<file path="src/rtl/panel_input_ctrl_if.sv">
// Front-panel bundle: raw buttons/switch in, conditioned pipeline controls out.
// master = board/bench side, slave = panel_input_ctrl.
interface panel_input_ctrl_if #(
    parameter int ADDR_W = 6
);
    logic              btn_up;
    logic              btn_down;
    logic              btn_mode;
    logic              btn_cpu_rst;
    logic              sw_freq;
    logic [ADDR_W-1:0] ram_addr_display;
    logic [2:0]        display;
    logic              frequency;
    logic              cpu_rst;

    modport master (
        output btn_up, btn_down, btn_mode, btn_cpu_rst, sw_freq,
        input  ram_addr_display, display, frequency, cpu_rst
    );

    modport slave (
        input  btn_up, btn_down, btn_mode, btn_cpu_rst, sw_freq,
        output ram_addr_display, display, frequency, cpu_rst
    );
endinterface

</file>
<file path="src/rtl/panel_input_ctrl.sv">
// Front-panel conditioner: sync + debounce, step events, RAM-view address, display mode, stretched CPU reset.
// Optional auto-repeat of up/down steps when PANEL_AUTO_REPEAT_EN is defined.
module panel_input_ctrl #(
    parameter int DEBOUNCE_CYCLES = 500000,
    parameter int ADDR_W          = 6,
    parameter int DISP_MODES      = 7,
    parameter int RST_STRETCH     = 16,
    parameter int REPEAT_CYCLES   = 25000000
) (
    input  logic              clk,
    input  logic              rst,
    panel_input_ctrl_if.slave pif
);
    localparam int NB     = 5;
    localparam int I_UP   = 0;
    localparam int I_DN   = 1;
    localparam int I_MODE = 2;
    localparam int I_CRST = 3;
    localparam int I_FREQ = 4;
    localparam int CW     = $clog2(DEBOUNCE_CYCLES) + 1;
    localparam int RW     = $clog2(RST_STRETCH + 1);
    localparam logic [CW-1:0] CNT_LAST  = CW'(DEBOUNCE_CYCLES - 1);
    localparam logic [RW-1:0] STRETCH   = RW'(RST_STRETCH);
    localparam logic [2:0]    MODE_LAST = 3'(DISP_MODES - 1);

    if (DEBOUNCE_CYCLES < 2 || DISP_MODES < 2 || DISP_MODES > 8 ||
        RST_STRETCH < 1 || REPEAT_CYCLES < 1) begin : g_bad_param
        $error("panel_input_ctrl: parameter out of range");
    end

    logic [NB-1:0]         raw;
    logic [NB-1:0]         sync1_q, sync2_q;
    logic [NB-1:0]         deb_q, deb_d;
    logic [NB-1:0][CW-1:0] cnt_q, cnt_d;
    logic [2:0]            prev_q, rise_q, rise_d;
    logic [ADDR_W-1:0]     addr_q, addr_d;
    logic [2:0]            disp_q, disp_d;
    logic [RW-1:0]         str_q, str_d;
    logic                  cpu_rst_q, cpu_rst_d;
    logic                  up_step, dn_step;

    assign raw = {pif.sw_freq, pif.btn_cpu_rst, pif.btn_mode, pif.btn_down, pif.btn_up};

    // NOTE: every always_comb output gets a default first, so no path leaves a latch behind.
    always_comb begin
        for (int i = 0; i < NB; i++) begin
            deb_d[i] = deb_q[i];
            cnt_d[i] = '0;
            if (sync2_q[i] != deb_q[i]) begin
                if (cnt_q[i] == CNT_LAST) deb_d[i] = sync2_q[i];
                else                      cnt_d[i] = cnt_q[i] + CW'(1);
            end
        end
        rise_d = deb_q[2:0] & ~prev_q;
    end

`ifdef PANEL_AUTO_REPEAT_EN
    localparam int PW = $clog2(2 * REPEAT_CYCLES + 1);
    localparam logic [PW-1:0] REP_FIRST  = PW'(2 * REPEAT_CYCLES);
    localparam logic [PW-1:0] REP_RELOAD = PW'(REPEAT_CYCLES + 1);

    logic [1:0][PW-1:0] rcnt_q, rcnt_d;
    logic [1:0]         rep_q, rep_d;

    // Counter tracks cycles held since the debounced rise; reload spaces later repeats.
    always_comb begin
        for (int i = 0; i < 2; i++) begin
            rep_d[i] = deb_q[i] && (rcnt_q[i] == REP_FIRST);
            if (!deb_q[i])    rcnt_d[i] = '0;
            else if (rep_d[i]) rcnt_d[i] = REP_RELOAD;
            else              rcnt_d[i] = rcnt_q[i] + PW'(1);
        end
    end

    always_ff @(posedge clk or negedge rst) begin
        if (!rst) begin
            rcnt_q <= '0;
            rep_q  <= '0;
        end else begin
            rcnt_q <= rcnt_d;
            rep_q  <= rep_d;
        end
    end

    assign up_step = rise_q[I_UP] | rep_q[I_UP];
    assign dn_step = rise_q[I_DN] | rep_q[I_DN];
`else
    assign up_step = rise_q[I_UP];
    assign dn_step = rise_q[I_DN];
`endif

    always_comb begin
        case ({up_step, dn_step})
            2'b10:   addr_d = addr_q + ADDR_W'(1);
            2'b01:   addr_d = addr_q - ADDR_W'(1);
            default: addr_d = addr_q;
        endcase
        disp_d = disp_q;
        if (rise_q[I_MODE]) disp_d = (disp_q == MODE_LAST) ? 3'd0 : disp_q + 3'd1;
        if (deb_q[I_CRST])      str_d = STRETCH;
        else if (str_q != '0)   str_d = str_q - RW'(1);
        else                    str_d = '0;
        cpu_rst_d = deb_q[I_CRST] | (str_d != '0);
    end

    // NOTE: sequential state uses non-blocking assignments so every flop samples pre-edge values.
    always_ff @(posedge clk or negedge rst) begin
        if (!rst) begin
            sync1_q   <= '0;
            sync2_q   <= '0;
            deb_q     <= '0;
            cnt_q     <= '0;
            prev_q    <= '0;
            rise_q    <= '0;
            addr_q    <= '0;
            disp_q    <= '0;
            // Board reset behaves like a just-released reset button: the stretch still runs.
            str_q     <= STRETCH;
            cpu_rst_q <= 1'b1;
        end else begin
            sync1_q   <= raw;
            sync2_q   <= sync1_q;
            deb_q     <= deb_d;
            cnt_q     <= cnt_d;
            prev_q    <= deb_q[2:0];
            rise_q    <= rise_d;
            addr_q    <= addr_d;
            disp_q    <= disp_d;
            str_q     <= str_d;
            cpu_rst_q <= cpu_rst_d;
        end
    end

    assign pif.ram_addr_display = addr_q;
    assign pif.display          = disp_q;
    assign pif.frequency        = deb_q[I_FREQ];
    assign pif.cpu_rst          = cpu_rst_q;
endmodule
</file>
<file path="src/flat_wrapper.sv">
// flat-port wrapper written by rule: the top's interface ports become plain ports
module panel_input_ctrl_flat 
#(
    parameter int DEBOUNCE_CYCLES = 500000,
    parameter int ADDR_W          = 6,
    parameter int DISP_MODES      = 7,
    parameter int RST_STRETCH     = 16,
    parameter int REPEAT_CYCLES   = 25000000
)
  (clk, rst, pif_btn_up, pif_btn_down, pif_btn_mode, pif_btn_cpu_rst, pif_sw_freq, pif_ram_addr_display, pif_display, pif_frequency, pif_cpu_rst);
  panel_input_ctrl_if #(.ADDR_W(ADDR_W)) pif_i ();
  input  logic clk;
  input  logic rst;
  input wire logic [$bits(pif_i.btn_up)-1:0] pif_btn_up;
  input wire logic [$bits(pif_i.btn_down)-1:0] pif_btn_down;
  input wire logic [$bits(pif_i.btn_mode)-1:0] pif_btn_mode;
  input wire logic [$bits(pif_i.btn_cpu_rst)-1:0] pif_btn_cpu_rst;
  input wire logic [$bits(pif_i.sw_freq)-1:0] pif_sw_freq;
  output wire logic [$bits(pif_i.ram_addr_display)-1:0] pif_ram_addr_display;
  output wire logic [$bits(pif_i.display)-1:0] pif_display;
  output wire logic [$bits(pif_i.frequency)-1:0] pif_frequency;
  output wire logic [$bits(pif_i.cpu_rst)-1:0] pif_cpu_rst;
  assign pif_i.btn_up = pif_btn_up;
  assign pif_i.btn_down = pif_btn_down;
  assign pif_i.btn_mode = pif_btn_mode;
  assign pif_i.btn_cpu_rst = pif_btn_cpu_rst;
  assign pif_i.sw_freq = pif_sw_freq;
  assign pif_ram_addr_display = pif_i.ram_addr_display;
  assign pif_display = pif_i.display;
  assign pif_frequency = pif_i.frequency;
  assign pif_cpu_rst = pif_i.cpu_rst;
  panel_input_ctrl #(.DEBOUNCE_CYCLES(DEBOUNCE_CYCLES), .ADDR_W(ADDR_W), .DISP_MODES(DISP_MODES), .RST_STRETCH(RST_STRETCH), .REPEAT_CYCLES(REPEAT_CYCLES)) u_core (.clk(clk), .rst(rst), .pif(pif_i));
endmodule
</file>
<file path="config.mk">
export PLATFORM = sky130hd
export DESIGN_NAME = panel_input_ctrl_flat
export DESIGN_NICKNAME = d
export VERILOG_FILES = /design/src/rtl/panel_input_ctrl_if.sv /design/src/rtl/panel_input_ctrl.sv /design/src/flat_wrapper.sv
export SDC_FILE = /design/constraint.sdc
export NUM_CORES = 1
export LEC_CHECK = 0
export CELL_PAD_IN_SITES_DETAIL_PLACEMENT = 1
export CELL_PAD_IN_SITES_GLOBAL_PLACEMENT = 1
export CORE_UTILIZATION = 53
export CTS_CLUSTER_SIZE = 16
export DETAILED_ROUTE_END_ITERATION = 7
export PLACE_DENSITY = 0.83
export SYNTH_ARGS = -nofsm -noshare
export SYNTH_HDL_FRONTEND = slang
export SYNTH_SLANG_ARGS = --single-unit
</file>
<file path="constraint.sdc">
create_clock -name clk -period 5.2 [get_ports clk]
set_input_delay 1.56 -clock clk [delete_from_list [all_inputs] [get_ports clk]]
set_output_delay 1.56 -clock clk [all_outputs]
set_load 0.1 [all_outputs]
</file>
# [Word level (Yosys, flattened, before mapping)]
# Cells that the tools add are included.
[word_totals] register_bits=136 input_bits=7 wordCells=65
[op_classes] n_addsub=9 n_eq_ne=13 mux=14 bitwise=3 reduce_logical=8
[ops] operator="20-bit 2-to-1 mux" count=10
[ops] operator="20-bit by 1-bit adder with 20-bit output, second input constant" count=5
[ops] operator="20-bit by 19-bit equality test with 1-bit output, second input constant" count=5
[ops] operator="6-bit one-hot mux with 2 select lines" count=1
[ops] operator="5-bit 2-to-1 mux" count=2
[ops] operator="2-bit AND reduction" count=5
[ops] operator="5-bit nonzero test" count=2
[ops] operator="6-bit by 1-bit adder with 6-bit output, second input constant" count=1
[ops] operator="6-bit by 1-bit subtractor with 6-bit output, second input constant" count=1
[ops] operator="1-bit inequality test" count=5
[ops] operator="5-bit by 1-bit subtractor with 5-bit output, second input constant" count=1
[ops] operator="3-bit by 1-bit adder with 3-bit output, second input constant" count=1
[ops] operator="3-bit bitwise AND" count=1
[ops] operator="3-bit equality test, second input constant" count=1
[ops] operator="3-bit 2-to-1 mux" count=1
[ops] operator="3-bit NOT" count=1
[ops] operator="2-bit by 1-bit equality test with 1-bit output, second input constant" count=1
[ops] operator="2-bit equality test, second input constant" count=1
[ops] operator="2-bit nonzero test" count=1
[ops] operator="1-bit bitwise OR" count=1

# [Logic depth before layout (Yosys ltp)]
# Gate-level depths: netlist of run 1.
[depth] word_depth=5 depth_mapped=8 depth_no_buf=8

# [Worst setup path before layout of run 1]
# Ideal clock, no wire load.
[synth_path] kind="reg-to-output" startpoint="register u_core.addr_q[0], in the netlist u_core.pif.ram_addr_display[0]" endpoint="output pif_ram_addr_display[0]" arrival_ns=0.982 required_time_ns=3.640 path_slack_ns=2.658 path_stages_with_launch=1 n_path_buf=0 cell_sequence="dfrtp_1"
[synth_lines] item="from (decl)" line_no="panel_input_ctrl.sv:36" source="logic [ADDR_W-1:0] addr_q, addr_d;"
[synth_lines] item="from (signal assigned)" line_no="panel_input_ctrl.sv:127" source="addr_q <= addr_d;"
[synth_lines] item="to (decl)" line_no="flat_wrapper.sv:19" source="output wire logic [$bits(pif_i.ram_addr_display)-1:0] pif_ram_addr_display;"
# No word-level cell between the ends.

# [Worst setup path in the final report of run 1]
[layout_path] startpoint="register u_core.cpu_rst_q, in the netlist u_core.pif.cpu_rst" endpoint="output pif_cpu_rst"
[layout_lines] item="from (decl)" line_no="panel_input_ctrl.sv:39" source="logic cpu_rst_q, cpu_rst_d;"
[layout_lines] item="from (signal assigned)" line_no="panel_input_ctrl.sv:130" source="cpu_rst_q <= cpu_rst_d;"
[layout_lines] item="to (decl)" line_no="flat_wrapper.sv:22" source="output wire logic [$bits(pif_i.cpu_rst)-1:0] pif_cpu_rst;"
# No word-level cell between the ends.

==> results.sh, run 1 <==
export IMPL_status="finished clean"
export IMPL_grt_pass1_vias=4868
export IMPL_grt_use_total_pct=24.66
export IMPL_finalWorstSetupSlack_ns=1.588
export IMPL_grt_overflow=0
export IMPL_post_drt_wl_per_cell_um=17.37
export IMPL_viasPerCell=5.548
export IMPL_synthToLayoutAreaGrowth_pct=14.53
export IMPL_synth_edf_count=0
export IMPL_grt_max_degree=114
export IMPL_nFillCells=1239
export IMPL_synth_seq_area_share_pct=54.26
export IMPL_yosysMostFrequentCell="dfrtp_1"
export IMPL_rsz0062_at_grt="false"
export IMPL_synth_common_cells="dfrtp_1 (134), nor2_1 (124), xor2_1 (63)"
export IMPL_fin_skew_ns=0.01384
export IMPL_ir_worst_vdd_mv=0.2864
export IMPL_grt_pass1_wl_mm=23.70
export IMPL_root_buffer="clkbuf_16"
export IMPL_critPathCaptureType="primary output"
export IMPL_crit_type="reg2out"
export IMPL_synth_largest_area_cell="dfrtp_1"
export IMPL_final_area_um2=7189
export IMPL_finalSetupTns_ns=0
export IMPL_routed_wl_mm=13.65
export IMPL_slowest_delay_ns=1.12
export IMPL_worst_pin_slew_ns=1.006
export IMPL_setup_violations=0
export IMPL_nets=649
export IMPL_htreeDepth=4
export IMPL_start_util_pct=54.74
export IMPL_drive_gt1_share_pct=7.776
export IMPL_worstPathArrival_ns=2.05
export IMPL_diodes=0
export IMPL_cts_sinks=136
export IMPL_postCtsSetupBuffers=0
export IMPL_route_detailed_drc=0
export IMPL_cp_num_buf_inv=1
export IMPL_dr_total_vias=4361
export IMPL_fmax_mhz=276.9
export IMPL_ys_seq_elements=136
export IMPL_synth_warnings=0
export IMPL_required_ns=3.64
export IMPL_worstSkewPairLatency_ns=0.43
export IMPL_cts_resized=0
export IMPL_worstPathCellList="clkdlybuf4s50_1"
export IMPL_relSlewSlack_pct=32.90
export IMPL_p_leak_nw=3.226
export IMPL_drt_pass1_iterations=4
export IMPL_drv_slew=0
export IMPL_gp_congestion=0.7830
export IMPL_crit_path_top_delay_cell="clkdlybuf4s50_1"
export IMPL_synth_nets=624
export IMPL_max_cap_viol_count=0
export IMPL_synth_cells=605
export IMPL_hold_viol=0
export IMPL_dpl_hpwl_mm=8.300
export IMPL_fin_crit_sh_pct=69.45
export IMPL_portBuffers=17
export IMPL_yosysTopAreaCellShare_pct=53.42
export IMPL_period_needed_ns=3.612
export IMPL_place_ws_ns=2.025
export IMPL_die_x_um=110.8
export IMPL_ys_flop_type="dfrtp_1"
export IMPL_netlist_cell_type_count=43
export IMPL_hold_class="reg2reg"
export IMPL_path_max_fanout=1
export IMPL_dpl_cell_area_um2=6560
export IMPL_io_pins=18
export IMPL_drt_iter0_drc=193
export IMPL_clk_pin_slew_ns=0.06
export IMPL_synth_area_leaders="dfrtp_1 (53%), xor2_1 (8.8%), nor2_1 (7.4%), xnor2_1 (5.3%), nand2_1 (2.8%)"
export IMPL_ant_nets=0
export IMPL_cts_hold_buf=0
export IMPL_die_h_um=110.8
export IMPL_syn_avg_cell_area_um2=10.38
export IMPL_power_density_nw_per_um2=336.9
export IMPL_async_flop_share_pct=100.0
export IMPL_die_area_um2=12280
export IMPL_antenna_found_initial=0
export IMPL_max_clock_path_buffers=2
export IMPL_cp_top_family="buffers and inverters"
export IMPL_num_rows=39
export IMPL_start_kind="flip-flop"
export IMPL_cts_tree="done"
export IMPL_synth_area_um2=6277
export IMPL_core_area_um2=11470
export IMPL_numCtsBuffers=17
export IMPL_power_mw=2.422
[final timing paths]
path,start,slack (ns),depth (start not counted),endpoint
setup / recovery,u_core.pif.cpu_rst,1.59,1,pif_cpu_rst
hold / removal,u_core.sync1_q[4],0.35,0,u_core.sync2_q[4]
setup reg to reg,u_core.rise_q[0],2.91,8,u_core.pif.ram_addr_display[5]
hold reg to reg,u_core.sync1_q[4],0.35,0,u_core.sync2_q[4]
max in group asynchronous,rst,3.00,2,u_core.pif.ram_addr_display[2]
min in group asynchronous,rst,1.27,1,u_core.cnt_q[93]
[flip-flops by register name, summed over array words and instances, names as in the netlist]
signal	flops
u_core.pif.display	3
u_core.pif.ram_addr_display	6
u_core.rise_q	3
u_core.sync2_q	5
u_core.str_q	5
u_core.deb_q	5
u_core.pif.cpu_rst	1
u_core.prev_q	3
u_core.sync1_q	5
u_core.cnt_q	100
[kinds of logic after synthesis]
logic type | share of synthesized area (%)
and+or+nand+nor | 23.60
AOI/OAI and AO/OA | 2.133
adders and majority gates | 2.511
buffers and inverters | 2.332
xor gates and xnor gates | 14.09
muxes | 1.076
DFF | 54.26
[layer usage]
metal / up-vias / GRT usage, % / routed length (um)
met5: - / 0 / 0
met2: 50 / 42.90 / 7292
li1: 2088 / - / -
met3: 13 / 6.944 / 317
met4: 0 / 8.444 / 156
met1: 2210 / 29.28 / 5884
[through the flow]
stage                     hold WS [ns]  utilization (%)  cells
final                           0.3455            62.70    786
after global routing            0.3532            62.70    786
after CTS                       0.3491            62.70    786
after detailed placement        0.3355            57.21    754
after global placement          0.3401            57.21    754
after floorplan                 0.3312                -    605
[final cells by class]
cell class	instances	area (um2)	area share, %
clock buffers	20	456.7	6.352
clock inverters	12	172.7	2.402
inverters	17	63.81	0.8876
multi-input cells	439	2725	37.90
flip-flops and latches	136	3406	47.37
well taps	143	178.9	2.489
repair buffers	19	186.4	2.593
[report_power, final]
part           internal (mW)  total (mW)  switching [mW]
sequential              1.07        1.09          0.0130
clock                  0.826        1.28           0.450
combinational         0.0168      0.0607          0.0439
total                   1.91        2.42           0.507
[cell usage in the layout (no fill, tap or decap), drive strengths merged]
master,n
o211ai,1
xor2,63
a311o,1
clkdlybuf4s50,16
nor2,124
and3,13
clkinvlp,2
buf,3
or2,4
bufinv,4
mux2,6
dfrtp,134
nor2b,4
and4,9
a31oi,2
a211o,3
or4b,1
a21o,3
o21bai,2
dfstp,2
nand3,35
or3b,1
nor4bb,1
xnor2,38
clkinv,5
and4bb,1
a21oi,1
clkbuf,20
nor3,11
and2,3
o21ai,7
nor3b,1
nor4,9
nand4,26
nand2,47
nor4b,10
inv,18
ha,11
fa,1
(Power assumes the default switching activity.)
==> run 2, diff against run 1 <==
- CORE_UTILIZATION: 53 -> 44
- PLACE_DENSITY: 0.83 -> 0.73
- clock period: 5.2 -> 3.1 ns (I/O delays scaled with it)
==> run 2 against run 1 <==
Compared with the run above: combinational power is 73% higher; critical path type is now reg2reg; non-clock buffer count is 1 higher; flip-flop and latch count stayed put; register-to-register slack worse by 2.0 ns; routed wire length is 2.9% lower; first-iteration DRC count is 11% higher; clock skew is 0.0055 ns lower; sequential share of layout area is 0.54 points lower; core utilization is 10 points lower; die area is 20% higher; critical path depth is 7 higher; power is 74% higher.
==> results.sh, run 2 (synthesis results as in run 1) <==
export IMPL_status="finished clean"
export IMPL_fmax_mhz=448.3
export IMPL_fin_hold_ws_ns=0.3511
export IMPL_seq_power_share_pct=43.2
export IMPL_cts_hold_buf=0
export IMPL_grt_overflow=0
export IMPL_post_drt_wl_per_cell_um=16.08
export IMPL_grt_pass1_vias=4796
export IMPL_dpl_hpwl_mm=8.400
export IMPL_p_sw_mw=0.8717
export IMPL_required_ns=3.41
export IMPL_grt_use_total_pct=20.34
export IMPL_start_util_pct=45.22
export IMPL_largest_register="u_core.cnt_q"
export IMPL_max_cap_viol_count=0
export IMPL_gp_congestion=0.7756
export IMPL_power_density_nw_per_um2=579.4
export IMPL_period_needed_ns=2.231
export IMPL_power_mw=4.213
export IMPL_relSlewSlack_pct=32.78
export IMPL_largest_reg_flops=100
export IMPL_p_leak_nw=3.278
export IMPL_portBuffers=17
export IMPL_routed_wl_mm=13.25
export IMPL_critPathCaptureType="flip-flop"
export IMPL_finalSetupTns_ns=0
export IMPL_antenna_found_initial=0
export IMPL_synthToLayoutAreaGrowth_pct=15.85
export IMPL_crit_type="reg2reg"
export IMPL_clk_pin_slew_ns=0.06
export IMPL_worstSkewPairLatency_ns=0.42
export IMPL_p_int_mw=3.341
export IMPL_cts_resized=0
export IMPL_layout_common_cells="dfrtp_1 (134), nor2_1 (124), xor2_1 (63)"
export IMPL_io_pins=18
export IMPL_viasPerCell=5.240
export IMPL_drt_iter0_drc=215
export IMPL_switching_share_pct=20.69
export IMPL_setup_violations=0
export IMPL_max_clock_path_buffers=2
export IMPL_routed_top_layer="met4"
export IMPL_path_max_fanout=10
export IMPL_power_frac_comb_pct=2.5
export IMPL_num_rows=43
export IMPL_diodes=0
export IMPL_numCtsBuffers=17
export IMPL_grt_pass1_wl_mm=23.47
export IMPL_drv_slew=0
export IMPL_wl_met3_um=250
export IMPL_rsz0062_at_grt="false"
export IMPL_root_buffer="clkbuf_16"
export IMPL_cts_tree="done"
export IMPL_hold_viol=0
export IMPL_ir_worst_vdd_mv=0.4253
export IMPL_die_x_um=121.4
export IMPL_die_h_um=121.4
export IMPL_final_common_cell="dfrtp_1"
export IMPL_worstPathArrival_ns=2.54
export IMPL_dp_cells=792
export IMPL_worst_pin_slew_ns=1.001
export IMPL_cts_sinks=136
export IMPL_wl_met2_mm=6.625
export IMPL_clkPwrFrac_pct=54.3
export IMPL_drt_pass1_iterations=4
export IMPL_core_area_um2=13880
export IMPL_fin_cells=824
export IMPL_fin_crit_sh_pct=71.96
export IMPL_route_detailed_drc=0
export IMPL_dr_total_vias=4318
export IMPL_ant_nets=0
export IMPL_hold_class="reg2reg"
export IMPL_nets=650
export IMPL_start_kind="flip-flop"
export IMPL_postCtsSetupBuffers=0
export IMPL_fin_skew_ns=0.008338
export IMPL_drive_gt1_share_pct=9.783
export IMPL_grt_max_degree=68
export IMPL_htreeDepth=4
export IMPL_die_area_um2=14750
export IMPL_drt_met1_wl_mm=6.196
[run 2: worst paths after layout]
kind / from / end / slack (ns) / cells after the start
max: u_core.rise_q[0] / u_core.pif.ram_addr_display[5] / 0.87 / 8
min: u_core.sync1_q[0] / u_core.sync2_q[0] / 0.35 / 0
max reg2reg: u_core.rise_q[0] / u_core.pif.ram_addr_display[5] / 0.87 / 8
min reg2reg: u_core.sync1_q[0] / u_core.sync2_q[0] / 0.35 / 0
max in group asynchronous: rst / u_core.pif.cpu_rst / 1.93 / 2
min in group asynchronous: rst / u_core.cnt_q[92] / 0.43 / 1
[run 2: cell type report]
type                            instances  area, um2
Tap cell                              180      225.2
Fill cell                            1504       6609
Clock buffer                           21      480.5
Multi-Input combinational cell        439       2725
Timing Repair Buffer                   20      178.9
Clock inverter                         11      192.7
Sequential cell                       136       3406
Inverter                               17      63.81
[run 2: power groups by stage]
| stage | registers, mW | logic [mW] | clock network [mW] |
|---|---|---|---|
| floorplan | 1.85 | 0.0531 | 0 |
| global placement | 1.85 | 0.103 | 0 |
| detailed placement | 1.85 | 0.109 | 0 |
| CTS | 1.82 | 0.110 | 2.33 |
| global route | 1.82 | 0.123 | 2.41 |
| finish | 1.82 | 0.105 | 2.29 |
[run 2: routing by layer]
metal  track usage, %  up-vias
met1            26.07     2188
li1                 -     2085
met5                0        -
met3            4.370       14
met2            33.45       31
met4            7.870        0
[run 2: critical path: stages (launching register included)]
cell and delay (ns):
dfrtp_1 0.36, inv_1 0.06, ha_1 0.38, ha_1 0.33, a211o_1 0.30, o211ai_1 0.16, nor4b_1 0.10, a211o_1 0.30
xor2_1 0.14
[run 2: metrics by stage]
step / setup WS (ns) / cell area, um2 / util, %
after floorplan: 0.7112 / 6277 / -
after global placement: 1.017 / 6599 / 47.54
after detailed placement: 0.9136 / 6599 / 47.54
after CTS: 0.8721 / 7272 / 52.39
after global routing: 0.7219 / 7272 / 52.39
final: 0.8693 / 7272 / 52.39
